## src/rtl/onehot_counter_monitor.sv

```systemverilog
// Decoder and checker for a one-hot ring counter: registers the binary index, flags
// non-one-hot samples and out-of-sequence steps. Optional wrap flag: ONEHOT_MONITOR_WRAP_FLAG_EN.
module onehot_counter_monitor #(
   parameter int WIDTH    = 8,
   parameter int IDX_W    = $clog2(WIDTH),
   parameter int ERRCNT_W = 8
) (
   input  logic                clk,
   input  logic                rst,
   input  logic [WIDTH-1:0]    onehot_in,
   input  logic                enable_in,
   input  logic                clear_err,
   output logic [IDX_W-1:0]    index,
   output logic                index_valid,
   output logic                onehot_err,
   output logic                seq_err,
   output logic                locked,
   output logic                err_sticky,
   output logic [ERRCNT_W-1:0] err_count
`ifdef ONEHOT_MONITOR_WRAP_FLAG_EN
   ,
   output logic                wrap_pulse
`endif
);

   typedef enum logic [1:0] {ST_UNLOCKED, ST_LOCKED, ST_FAULT} state_t;

   state_t           state;
   logic [WIDTH-1:0] prev;
   logic             prev_en;
   logic [WIDTH-1:0] expected;
   logic [IDX_W-1:0] dec_idx;
   logic             valid;
   logic             seq_miss;
   logic             err_now;

   always_comb begin
      valid   = ($countones(onehot_in) == 1);
      dec_idx = '0;
      for (int i = 0; i < WIDTH; i++)
         if (onehot_in[i]) dec_idx = IDX_W'(i);
   end

   // The observed counter only moves on the cycle after its enable was high.
   always_comb begin
      expected = prev;
      if (prev_en) expected = prev[WIDTH-1] ? WIDTH'(1) : (prev << 1);
   end

   assign seq_miss = (state == ST_LOCKED) && valid && (onehot_in != expected);
   assign err_now  = !valid || seq_miss;

   always_ff @(posedge clk or posedge rst) begin
      if (rst) begin
         state       <= ST_UNLOCKED;
         prev        <= '0;
         prev_en     <= 1'b0;
         index       <= '0;
         index_valid <= 1'b0;
         onehot_err  <= 1'b0;
         seq_err     <= 1'b0;
         locked      <= 1'b0;
         err_sticky  <= 1'b0;
         err_count   <= '0;
`ifdef ONEHOT_MONITOR_WRAP_FLAG_EN
         wrap_pulse  <= 1'b0;
`endif
      end else begin
         index       <= valid ? dec_idx : '0;
         index_valid <= valid;
         onehot_err  <= !valid;
         prev_en     <= enable_in;
         seq_err     <= 1'b0;
`ifdef ONEHOT_MONITOR_WRAP_FLAG_EN
         wrap_pulse  <= 1'b0;
`endif
         if (clear_err) begin
            // Clear wins over any error detected this cycle.
            state      <= ST_UNLOCKED;
            locked     <= 1'b0;
            err_sticky <= 1'b0;
            err_count  <= '0;
         end else begin
            if (err_now) begin
               err_sticky <= 1'b1;
               if (err_count != '1) err_count <= err_count + ERRCNT_W'(1);
            end
            case (state)
               ST_UNLOCKED: if (valid) begin
                  state  <= ST_LOCKED;
                  locked <= 1'b1;
                  prev   <= onehot_in;
               end
               ST_LOCKED: begin
                  if (valid) prev <= onehot_in;
                  if (!valid || seq_miss) begin
                     state  <= ST_FAULT;
                     locked <= 1'b0;
                     seq_err <= seq_miss;
                  end
`ifdef ONEHOT_MONITOR_WRAP_FLAG_EN
                  else wrap_pulse <= prev_en && prev[WIDTH-1];
`endif
               end
               ST_FAULT: ;
               default: begin
                  state  <= ST_UNLOCKED;
                  locked <= 1'b0;
               end
            endcase
         end
      end
   end

endmodule

```

## config.mk

```make
export PLATFORM = sky130hd
export DESIGN_NAME = onehot_counter_monitor
export DESIGN_NICKNAME = d
export VERILOG_FILES = /design/src/rtl/onehot_counter_monitor.sv
export SDC_FILE = /design/constraint.sdc
export NUM_CORES = 1
export LEC_CHECK = 0
export CAP_MARGIN = 10
export CORE_MARGIN = 1
export CORE_UTILIZATION = 53
export DETAILED_ROUTE_END_ITERATION = 7
export HOLD_SLACK_MARGIN = 0.1
export PLACE_DENSITY = 0.79
export SYNTH_ARGS = -nofsm -noshare
export SYNTH_HDL_FRONTEND = slang
export SYNTH_SLANG_ARGS = --single-unit
```

## constraint.sdc

```tcl
create_clock -name clk -period 2.3 [get_ports clk]
set_input_delay 0.69 -clock clk [delete_from_list [all_inputs] [get_ports clk]]
set_output_delay 0.69 -clock clk [all_outputs]
set_load 0.01 [all_outputs]
```

==> out/qor.txt <==
# setup viols final: 25
antenna violations before repair: 0
Rows: 20
Met3 Wirelength: 142 um
post-route ant nets: 0
fin area: 2440 sq um
worst-path cell chain: buf_8, inv_4, fa_1, fa_1, fa_1, inv_2, ha_4, inv_2, fa_2, a2111oi_4, a21oi_1, or2_4, nor3_4, buf_12, buf_12, mux2_4
Die W: 58.4 um
syn_area_per_cell: 10.4 sq um
clk_lat worst skew: 0.32 ns
# port buffers: 27
RSZ-0062 raised after global routing: true
Mapped Cells: 163
n_diodes: 0
WHS: 0.559 ns
Die Y: 58.4 um
Crit path arrival time: 4.26 ns
layout cells sized above 1: 36.2%
power density cells: 793 nW/um^2
CTS tree: done
DR pass1 iterations: 4
top cell type's share of synthesized area: 38.5%
Pleak: 0.00112 uW
M1 WL: 1800 um
final max-slew violation count: 0
slowest CP cell: fa_1
count of cell types in the netlist: 55
Top Family by Delay on Critical Path: adder cells
sequential share of the synthesized area: 38.5%
min cycle time layout: 4.05 ns
Root Driver: clkbuf_4
share of synthesized flip-flops with an asynchronous set or reset: 100%
peak supply drop: 0.537 mV
Nets: 240
leading area contributor after synthesis: dfrtp_1
Syn Nets: 183
vias in the first global route: 1438
first-pass GRT wire length: 6580 um
Vias per Instance: 5.48
Seq cells post-synth: 26
critical path required time: 2.52 ns
final hold vios: 0
failing checks: negative setup slack
Post-CTS Hold Buffers: 0
WL met2: 2100 um
WP buf/inv: 6
CTS H-tree lvls: 1
Placed Area: 2170 sq um
pre-CTS WS: -2.56 ns
Die ar.: 3410 sq um
Post-DP HPWL: 2830 um
Critical Path Max Stage Delay: 0.57 ns
Detailed Route WL: 4080 um
highest metal used: met4
Syn Std Cell Area: 1690 sq um
gr ovfl total: 0
clock net sink count: 26
kind of end point of the critical path: flip-flop
Ys Warns: 0
Most used DFF post-synth: dfrtp_1
DRT iter0 DRCs: 64
Max Freq: 247 MHz
status: finished with violations
largest net degree at the start of global routing: 27
Util after Layout: 80.7%
crit-path max FO: 4
Total Power: 1940 uW
Max-slew headroom: 68.1%
top post-synthesis cells by area: dfrtp_1 (39%), fa_1 (4.7%), inv_1 (4.2%)
TritonCTS Buffers: 3
Final WS setup: -1.75 ns
hold crit path type: reg2reg
EDFF count, synth: 0
I/O pin count: 28
DRC errors left: 0
crit path kind: in2reg
final worst path period share: 176%
clock slew at reported path FFs: 0.13 ns
Clock Skews: 0.00867 ns
area delta synth->final: 44.8%
Most Frequent Cell on Critical Path: fa_1
Starting Density: 55.7%
Max Cap Viol: 0
CTS Buffer Depth: 2
Placer Congestion: 0.793
Worst-Margin Slew: 0.479 ns
Worst setup SP type: primary input
routed wire length per instance: 15.6 um
vias: 1437
Core Box Area: 3030 sq um
GRT Overall Usage: 25.2%
==> layout make-up <==
class | count | area, sq um
timing repair buffer | 57 | 566
clock buffer | 3 | 22.5
fill | 177 | 584
tap | 44 | 55.1
multi-input combinational | 112 | 1060
inverter | 20 | 90.1
sequential | 26 | 651
==> per-layer routing <==
layer  vias up  global-route usage, %
li1        677                      -
met1       717                   33.7
met2        39                   43.2
met3         4                   5.05
met4         0                   4.42
met5         -                      0
==> stage by stage <==
step	TNS [ns]	cells
3_5_place_dp	-59.92	248
2_1_floorplan	-40.30	163
4_1_cts	-40.69	257
6_report	-39.26	262
5_1_grt	-41.84	262
3_3_place_gp	-56.10	248
==> report_power, final <==
part	switching, uW	internal [uW]
Combinational	444	588
Clock	132	61.4
Sequential	132	580
Total	708	1230
==> path summary, 6_finish.rpt <==
path	start	endpoint	slack [ns]	cells past startpoint
max	onehot_in[0]	prev[6]$_DFFE_PP0P_	-1.75	16
min	prev[1]$_DFFE_PP0P_	prev[1]$_DFFE_PP0P_	0.56	1
max reg2reg	prev_en$_DFF_PP0_	err_count[2]$_DFFE_PP0P_	-0.09	8
min reg2reg	prev[1]$_DFFE_PP0P_	prev[1]$_DFFE_PP0P_	0.56	1
max in group asynchronous	rst	prev[2]$_DFFE_PP0P_	1.34	3
min in group asynchronous	rst	err_count[3]$_DFFE_PP0P_	0.71	3
==> cell usage after synthesis (all sizes together) (4+ instances only) <==
master	count
and3b	5
dfrtp	26
xnor2	6
inv	20
a21oi	7
and3	4
ha	4
fa	4
nand3	5
nand2	4
nor2b	6
mux2	10
o21ai	7
nor2	13
==> flip-flops by register name, indices dropped and copies added, names as in the netlist, 2 cells and up <==
| signal | flops |
|---|---|
| state | 2 |
| index | 3 |
| err_count | 8 |
| prev | 8 |
==> kinds of logic (layout without fill, tap and decap cells) <==
family | Yosys count | in the layout | share of synthesized area, %
AO/OA/AOI/OAI | 28 | 28 | 11.9
adder cells (fa/ha/maj) | 8 | 8 | 7.71
AND/OR/NAND/NOR | 58 | 58 | 22.9
XOR/XNOR | 6 | 6 | 3.11
flip-flops | 26 | 26 | 38.5
buffers and inverters | 25 | 80 | 7.71
multiplexers | 12 | 12 | 8.08
==> cell usage in the layout, fill, tap and decap left out, types with 3 or more instances in the layout <==
master            n
a21oi_2           3
fa_1              3
clkdlybuf4s50_1  24
buf_6            10
inv_2             3
o21ai_0           6
clkbuf_4          3
and3b_1           4
dfrtp_1          26
xnor2_1           5
nor2_1           11
and3_1            3
buf_4            19
or3_1             3
ha_1              3
nor2b_1           6
mux2_4           10
inv_1            14
==> repair_timing <==
item                                    CTS  global route
gates resized for setup                  35            19
setup buffers                             6             6
pin swaps                                10            11
endpoints found under the setup margin   25            25
Power figures use the tool's default switching activity.
